## config.mk

```make
export PLATFORM = sky130hd
export DESIGN_NAME = uart_tx_buf
export DESIGN_NICKNAME = d
export VERILOG_FILES = /design/src/rtl/uart_tx_buf.sv
export SDC_FILE = /design/constraint.sdc
export NUM_CORES = 1
export LEC_CHECK = 0
export ABC_AREA = 1
export CORE_AREA = 3 3 128 130
export DETAILED_ROUTE_END_ITERATION = 7
export DIE_AREA = 0 0 131 133
export GPL_ROUTABILITY_DRIVEN = 0
export HOLD_SLACK_MARGIN = 0.06
export SLEW_MARGIN = 40
export SYNTH_ARGS = -nofsm -noshare
export SYNTH_HDL_FRONTEND = slang
export SYNTH_SLANG_ARGS = --single-unit
export TNS_END_PERCENT = 20
```

## constraint.sdc

```tcl
create_clock -name clk -period 2.4 [get_ports clk]
set_input_delay 0.72 -clock clk [delete_from_list [all_inputs] [get_ports clk]]
set_output_delay 0.72 -clock clk [all_outputs]
set_load 0.02 [all_outputs]
```

## src/rtl/uart_tx_buf.sv

```systemverilog
// Buffered 8N1 UART transmitter: a small byte FIFO in front of a start/data/stop
// serialiser, so upstream can burst bytes while the line drains at baud rate.
module uart_tx_buf #(
   parameter int CLK_FREQ   = 50_000_000,
   parameter int BAUD       = 115200,
   parameter int FIFO_DEPTH = 8
) (
   input  logic       clk,
   input  logic       rst,
   input  logic [7:0] din,
   input  logic       din_vld,
   output logic       rdy,
   output logic       tx,
   output logic       busy,
   output logic       ovf
);

   localparam int BAUD_DIV = CLK_FREQ / BAUD;
   localparam int BW       = (BAUD_DIV > 1) ? $clog2(BAUD_DIV) : 1;
   localparam int PW       = $clog2(FIFO_DEPTH);
   localparam int CW       = PW + 1;
   localparam logic [BW-1:0] BCNT_LAST = BW'(BAUD_DIV - 1);
   localparam logic [CW-1:0] CNT_FULL  = CW'(FIFO_DEPTH);

   typedef enum logic [1:0] {IDLE, START, DATA, STOP} state_t;

   state_t          state_q, state_d;
   logic [BW-1:0]   bcnt_q, bcnt_d;
   logic [2:0]      bidx_q, bidx_d;
   logic [7:0]      sh_q, sh_d;
   logic [PW-1:0]   wr_ptr_q, wr_ptr_d;
   logic [PW-1:0]   rd_ptr_q, rd_ptr_d;
   logic [CW-1:0]   count_q, count_d;
   logic            tx_q, tx_d;
   logic            ovf_q, ovf_d;
   logic [7:0]      mem_q [FIFO_DEPTH];

   logic            wr_en;
   logic            pop;
   logic            fifo_empty;
   logic            bit_end;

   assign rdy        = (count_q < CNT_FULL);
   assign fifo_empty = (count_q == '0);
   assign wr_en      = din_vld && rdy;
   assign bit_end    = (bcnt_q == BCNT_LAST);
   assign tx         = tx_q;
   assign busy       = (state_q != IDLE) || !fifo_empty;
   assign ovf        = ovf_q;

   // State register
   always_ff @(posedge clk) begin
      if (rst) begin
         state_q  <= IDLE;
         bcnt_q   <= '0;
         bidx_q   <= '0;
         sh_q     <= '0;
         wr_ptr_q <= '0;
         rd_ptr_q <= '0;
         count_q  <= '0;
         tx_q     <= 1'b1;
         ovf_q    <= 1'b0;
      end else begin
         state_q  <= state_d;
         bcnt_q   <= bcnt_d;
         bidx_q   <= bidx_d;
         sh_q     <= sh_d;
         wr_ptr_q <= wr_ptr_d;
         rd_ptr_q <= rd_ptr_d;
         count_q  <= count_d;
         tx_q     <= tx_d;
         ovf_q    <= ovf_d;
      end
   end

   // Storage needs no reset; validity is tracked by count_q.
   always_ff @(posedge clk) begin
      if (wr_en) begin
         mem_q[wr_ptr_q] <= din;
      end
   end

   always_comb begin
      wr_ptr_d = wr_ptr_q + PW'(wr_en);
      rd_ptr_d = rd_ptr_q + PW'(pop);
      count_d  = count_q + CW'(wr_en) - CW'(pop);
      ovf_d    = ovf_q | (din_vld & ~rdy);
   end

   // Next-state logic; STOP chains straight into START when more data waits.
   always_comb begin
      state_d = state_q;
      bcnt_d  = bcnt_q;
      bidx_d  = bidx_q;
      sh_d    = sh_q;
      pop     = 1'b0;
      case (state_q)
         IDLE: begin
            if (!fifo_empty) begin
               pop     = 1'b1;
               sh_d    = mem_q[rd_ptr_q];
               bcnt_d  = '0;
               state_d = START;
            end
         end
         START: begin
            if (bit_end) begin
               bcnt_d  = '0;
               bidx_d  = '0;
               state_d = DATA;
            end else begin
               bcnt_d = bcnt_q + BW'(1);
            end
         end
         DATA: begin
            if (bit_end) begin
               bcnt_d = '0;
               sh_d   = {1'b0, sh_q[7:1]};
               if (bidx_q == 3'd7) begin
                  state_d = STOP;
               end else begin
                  bidx_d = bidx_q + 3'd1;
               end
            end else begin
               bcnt_d = bcnt_q + BW'(1);
            end
         end
         STOP: begin
            if (bit_end) begin
               bcnt_d = '0;
               if (!fifo_empty) begin
                  pop     = 1'b1;
                  sh_d    = mem_q[rd_ptr_q];
                  state_d = START;
               end else begin
                  state_d = IDLE;
               end
            end else begin
               bcnt_d = bcnt_q + BW'(1);
            end
         end
         default: state_d = IDLE;
      endcase
   end

   // Line level is computed from the next state so tx_q changes with the state.
   always_comb begin
      tx_d = 1'b1;
      case (state_d)
         START:   tx_d = 1'b0;
         DATA:    tx_d = sh_d[0];
         default: tx_d = 1'b1;
      endcase
   end

endmodule

```

==> run_results.csv, run 1 <==
group,metric,value,unit
pwr,pwr-share-comb,0.380,
clocking,tritoncts,"yes",
synthesis,synth_edf_count,64,
die,die-area,17420,um2
routing,drtIter0Drc,298,
sta,rsz0062_at_grt,"false",
grt,track_usage,0.1129,
synthesis,synth_top_area_share,0.4207,
synthesis,netlist_top_cells_area,"edfxtp_1 (42%), dfxtp_1 (15%), nand2_1 (12%)",
clocking,clk_latency,340,ps
routing,vias,3364,
clocking,clock_path_buffers,2,
synthesis,yosysMostFrequentCell,"nand2_1",
worst_setup_path,cp-end-kind,"output port",
pwr,seqPwrFrac,0.377,
sta,hold_violations,0,
grt,grt_overflow_total,0,
placement,dp.cells,728,
routing,routed_wl,9509,um
sta,worst_hold_slack,470.5,ps
grt,grt_pass1_vias,3230,
min_path,hold_path.class,"reg -> reg",
pwr,p_sw_frac,0.3725,
sta,setup_tns,0,ps
sta,setup_viol,0,
synthesis,syn_area,4568,um2
worst_setup_path,crit_arrival,1550,ps
sta,tightestPinTransition,565.9,ps
worst_setup_path,cp.required,1680,ps
flow_run,cap_violations,0,
synthesis,ys_ff_latch,98,
pwr,peakVddDrop,0.4996,mV
cells_and_area,fin_area,5378,um2
pwr,powerDensity,1034,nW/um2
grt,antenna_found_initial,0,
sta,fin_crit,2266,ps
placement,placed_area,5081,um2
grt,grt_pass1_wl,15590,um
die,core_area,15260,um2
worst_setup_path,r2r-start,"bcnt_q[1]",
synthesis,ys_types,34,
min_path,whs_path_depth,2,
synthesis,ys.warnings.count,0,
worst_setup_path,worstPathMaxFanout,4,
cells_and_area,final_nets,558,
worst_setup_path,cp-start-kind,"flip-flop",
min_path,hp-start,"ovf",
routing,routed_via_density,4.515,
routing,first_pass_iters,4,
worst_setup_path,rr_worst_depth,15,
synthesis,avgSynthCellArea,9.247,um2
grt,grt_max_degree,34,
routing,wl_per_cell,12.76,um
routing,drc,0,
die,start_util,0.2994,
cells_and_area,num_antenna_cells,0,
cells_and_area,area_delta_synth_final,17.72,%
synthesis,synth-seq-area-share,0.5697,
cells_and_area,fin_cells,745,
clocking,clockRootBuffer,"clkbuf_16",
sta,relSlewSlack,0.6224,
sta,fmax,441.3,MHz
status,status,"finished, final reports clean",
pwr,power.share.clock,0.244,
routing,ant_nets,0,
placement,io_buffer_count,14,
sta,finalCritPeriodShare,0.9441,
clocking,cts.sinks,98,
sta,fin_worst_skew,7.145,ps
pwr,p_leak,2.105,nW
synthesis,synth_common_cells,"nand2_1 (145), edfxtp_1 (64), nand3_1 (62)",
pwr,p_sw,2.070,mW
synthesis,ys.flop_type,"edfxtp_1",
placement,dp_hpwl,6677,um
worst_setup_path,crit_type,"reg -> out",
synthesis,async_flop_share,0,
die,die_height,133,um
pwr,intPower,3.488,mW
synthesis,syn_inst,494,
clocking,cts-buffers-inserted,9,
die,num_rows,45,
synthesis,postSynthNetCount,523,
die,ios,15,
clocking,clk_pin_slew,70,ps
sta,slew_viol_final,0,
worst_setup_path,crit_start,"state_q[0]",
clocking,h-tree-depth,3,
cells_and_area,post-route-util,0.3524,
die,die_w,131,um
synthesis,synth_top_area_cell,"edfxtp_1",
cells_and_area,final_layout_size_suffix_gt1_frac,0.1292,
==> kinds of logic after synthesis <==
| group | after synthesis | share of synthesized area |
|---|---|---|
| simple gates | 267 | 0.2586 |
| flops | 98 | 0.5697 |
| buf+inv | 65 | 0.05752 |
| compound gates | 41 | 0.05369 |
| fa+ha+maj | 18 | 0.05094 |
| xor+xnor | 5 | 0.009586 |
==> power by group through the flow <==
stage / sequential [mW] / combinational (mW) / clock [mW]
floorplan: 2.13 / 1.47 / 0
global placement: 2.12 / 2.03 / 0
detailed placement: 2.13 / 2.08 / 0
CTS: 2.09 / 2.09 / 1.40
global route: 2.11 / 2.41 / 1.47
finish: 2.09 / 2.11 / 1.35
==> placed cells by master (no fill, tap or decap), types with 2 or more instances in the layout <==
master	count
dfxtp_1	33
clkdlybuf4s50_1	13
nand2_1	144
inv_2	6
nor2_1	34
nor3_1	2
a21oi_1	22
nor2_2	2
ha_1	16
inv_6	4
xnor2_1	4
a211oi_1	2
nor2_4	4
buf_4	26
a21oi_2	4
clkbuf_16	9
o21ai_0	6
nand4_1	10
nand2_4	3
nand2_2	3
nand3_1	62
edfxtp_1	64
clkbuf_1	2
inv_1	43
==> flip-flops by register name, indices dropped and copies added, names as in the netlist <==
signal	flops
mem_q	64
bcnt_q	9
sh_q	8
count_q	4
bidx_q	3
rd_ptr_q	3
wr_ptr_q	3
state_q	2
ovf	1
tx	1
==> per-layer routing <==
layer / up-vias / routed length [um] / GRT usage
li1: 1717 / - / -
met1: 1575 / 4301 / 0.1481
met2: 60 / 4581 / 0.1780
met3: 12 / 481 / 0.03028
met4: 0 / 144 / 0.04057
met5: - / 0 / 0
==> repair_timing <==
| item | in CTS | in global routing |
|---|---|---|
| endpoints found under the setup margin | 1 | 3 |
| hold buffers | 0 | 0 |
| hold endpoints to repair | 0 | 0 |
| resized for setup | 1 | 5 |
| setup buffers | 0 | 1 |
| pin swaps | 0 | 2 |
==> layout make-up <==
cell class	count	area [um2]
Multi-Input combinational cell	331	1715
Inverter	49	183.9
Clock inverter	5	43.79
Sequential cell	98	2604
Clock buffer	11	232.7
Timing Repair Buffer	40	334.1
Fill cell	1576	9881
Tap cell	211	264.0
==> stage by stage <==
step,total power [mW],setup WS (ps)
floorplan,3.596,197.2
global placement,4.149,-15.12
global route,5.987,2.457
CTS,5.573,26.02
detailed placement,4.210,-75.84
finish,5.558,134.2
==> worst max-delay path, cell delays in order, from the launching register on <==
cell and delay, ps:
dfxtp_1 320, inv_1 60, ha_1 230, inv_1 130
nor2_2 70, inv_2 70, dlygate4sd2_1 330
==> worst paths after layout <==
check | slack [ps] | to
hold reg to reg | 470 | ovf
setup reg to reg | 170 | count_q[2]
hold / removal | 470 | ovf
setup / recovery | 130 | busy
No activity file was read; power rests on OpenSTA's default activity.
==> run 2, diff against run 1 <==
--- a/config.mk
+++ b/config.mk
@@ -7,9 +7,9 @@
 export LEC_CHECK = 0
 export ABC_AREA = 1
 export CORE_AREA = 3 3 128 130
+export CTS_CLUSTER_DIAMETER = 30
 export DETAILED_ROUTE_END_ITERATION = 7
 export DIE_AREA = 0 0 131 133
-export GPL_ROUTABILITY_DRIVEN = 0
 export HOLD_SLACK_MARGIN = 0.06
 export SLEW_MARGIN = 40
 export SYNTH_ARGS = -nofsm -noshare
==> run 2 against run 1 <==
  * Final cell count fell by 0.27%
  * Cell area rose by 0.70%
  * Maximum frequency fell by 0.36%
  * Critical endpoint unchanged
  * Largest cell class unchanged
==> run_results.csv, run 2 (synthesis gave the netlist of run 1 again) <==
group,metric,value,unit
worst_setup_path,r2r-start,"bcnt_q[1]",
sta,worst_slack,126.1,ps
sta,setup_viol,0,
worst_setup_path,rrSetupSlack,200,ps
status,status,"finished, final reports clean",
grt,antenna_found_initial,0,
grt,grt_max_degree,34,
cells_and_area,final_nets,557,
grt,grt_overflow_total,0,
die,start_util,0.2994,
cells_and_area,top_register,"mem_q",
routing,drtIter0Drc,213,
pwr,power,5.724,mW
worst_setup_path,timing.rr.end,"count_q[2]",
pwr,p_sw,2.068,mW
cells_and_area,regArea,2604,um2
routing,routed_via_density,4.493,
cells_and_area,num_antenna_cells,0,
grt,grt_pass1_wl,15750,um
placement,io_buffer_count,14,
cells_and_area,layout_common_cells,"nand2_1 (144), edfxtp_1 (64), nand3_1 (62)",
placement,dp_hpwl,6551,um
clocking,clk_pin_slew,60,ps
pwr,pwr-share-comb,0.367,
sta,finalCritPeriodShare,0.9475,
routing,drc,0,
clocking,tritoncts,"yes",
min_path,hp-start,"ovf",
die,die-area,17420,um2
pwr,peakVddDrop,0.5277,mV
clocking,clock_path_buffers,2,
worst_setup_path,cp-start-kind,"flip-flop",
cells_and_area,largest_reg_flops,64,
cells_and_area,fill_cells,1530,
pwr,intPower,3.656,mW
routing,wl_per_cell,12.96,um
clocking,h-tree-depth,3,
cells_and_area,multi_input_area,1722,um2
die,num_rows,45,
sta,fin_crit,2274,ps
sta,tightestPinTransition,534.9,ps
clocking,cts.sinks,98,
sta,fin_worst_skew,4.888,ps
sta,setup_tns,0,ps
placement,gp_congestion,0.8427,
cells_and_area,area_delta_synth_final,18.54,%
cells_and_area,post-route-util,0.3549,
routing,first_pass_iters,4,
cells_and_area,final_layout_size_suffix_gt1_frac,0.1241,
min_path,hold_path.class,"reg -> reg",
pwr,seqPwrFrac,0.366,
sta,fmax,439.8,MHz
die,die_height,133,um
sta,slew_viol_final,0,
worst_setup_path,cp-end-kind,"output port",
min_path,hold_end,"ovf",
pwr,power.share.clock,0.267,
routing,routed_wl,9629,um
pwr,powerDensity,1057,nW/um2
grt,track_usage,0.1148,
grt,grt_pass1_vias,3236,
worst_setup_path,rr_worst_depth,15,
die,core_area,15260,um2
clocking,hold_buffers,0,
die,die_w,131,um
flow_run,cap_violations,0,
clocking,clockRootBuffer,"clkbuf_16",
worst_setup_path,crit_type,"reg -> out",
routing,ant_nets,0,
routing,vias,3338,
cells_and_area,top_regs,"mem_q x64, bcnt_q x9, sh_q x8",
worst_setup_path,worstPathMaxFanout,4,
die,ios,15,
worst_setup_path,crit_arrival,1550,ps
clocking,cts-buffers-inserted,9,
clocking,clk_latency,340,ps
sta,worst_hold_slack,468.2,ps
placement,post-place-ws,-61.84,ps
min_path,whs_path_depth,2,
sta,hold_violations,0,
clocking,cts_setup_buffers,0,
sta,relSlewSlack,0.6430,
worst_setup_path,cp.required,1680,ps
sta,rsz0062_at_grt,"false",
cells_and_area,final_common_cell,"nand2_1",
pwr,p_leak,2.120,nW
pwr,p_sw_frac,0.3613,
[run 2: changes by cell type in the layout (fill, tap and decap cells not counted), sizes merged]
cell / previous run / this run
buf: 26 / 25
bufinv: 0 / 2
clkbuf: 11 / 9
clkinv: 1 / 2
inv: 53 / 51
[run 2: timing repair]
item,CTS,global route
endpoints found under the setup margin,1,4
gates cloned,0,0
gates resized for setup,1,5
pin swaps,0,1
[run 2: area by class of cell]
class	instances	share of cell area
clock inverter	6	0.01664
clock buffer	9	0.04159
multi-input combinational	331	0.3179
timing repair buffer	39	0.06030
inverter	49	0.03396
tap	211	0.04875
sequential	98	0.4808
[run 2: worst max path at each step]
| stage | slack, ps | to | start |
|---|---|---|---|
| after floorplan | 200 | count_q[2] | count_q[3] |
| after global placement | -20 | count_q[2] | din_vld |
| after detailed placement | -60 | count_q[2] | din_vld |
| after CTS | 50 | busy | count_q[3] |
| after global routing | 7 | busy | state_q[1] |
| final | 130 | busy | state_q[0] |
[run 2: power groups by stage]
stage	clock [mW]	combinational [mW]	sequential [mW]
floorplan	0	1.47	2.13
global placement	0	2.05	2.12
detailed placement	0	2.08	2.13
CTS	1.57	2.08	2.09
global route	1.65	2.38	2.11
finish	1.53	2.10	2.09
[run 2: stage by stage]
step / area (um2) / cells
finish: 5415 / 743
global route: 5415 / 743
CTS: 5395 / 743
detailed placement: 5081 / 728
global placement: 5081 / 728
floorplan: 4568 / 494
[run 2: metal layers]
layer,track usage,up-vias,part of all wire
li1,-,1710,-
met1,0.1471,1566,0.44
met4,0.02857,0,0.0086
met2,0.1857,56,0.51
met3,0.03876,6,0.043
met5,0,-,0
[run 2: worst max-delay path, stage by stage (launching register included)]
cell	delay, ps
dfxtp_1	330
inv_1	50
ha_1	220
inv_1	130
nor2_2	70
inv_2	80
dlygate4sd2_1	330
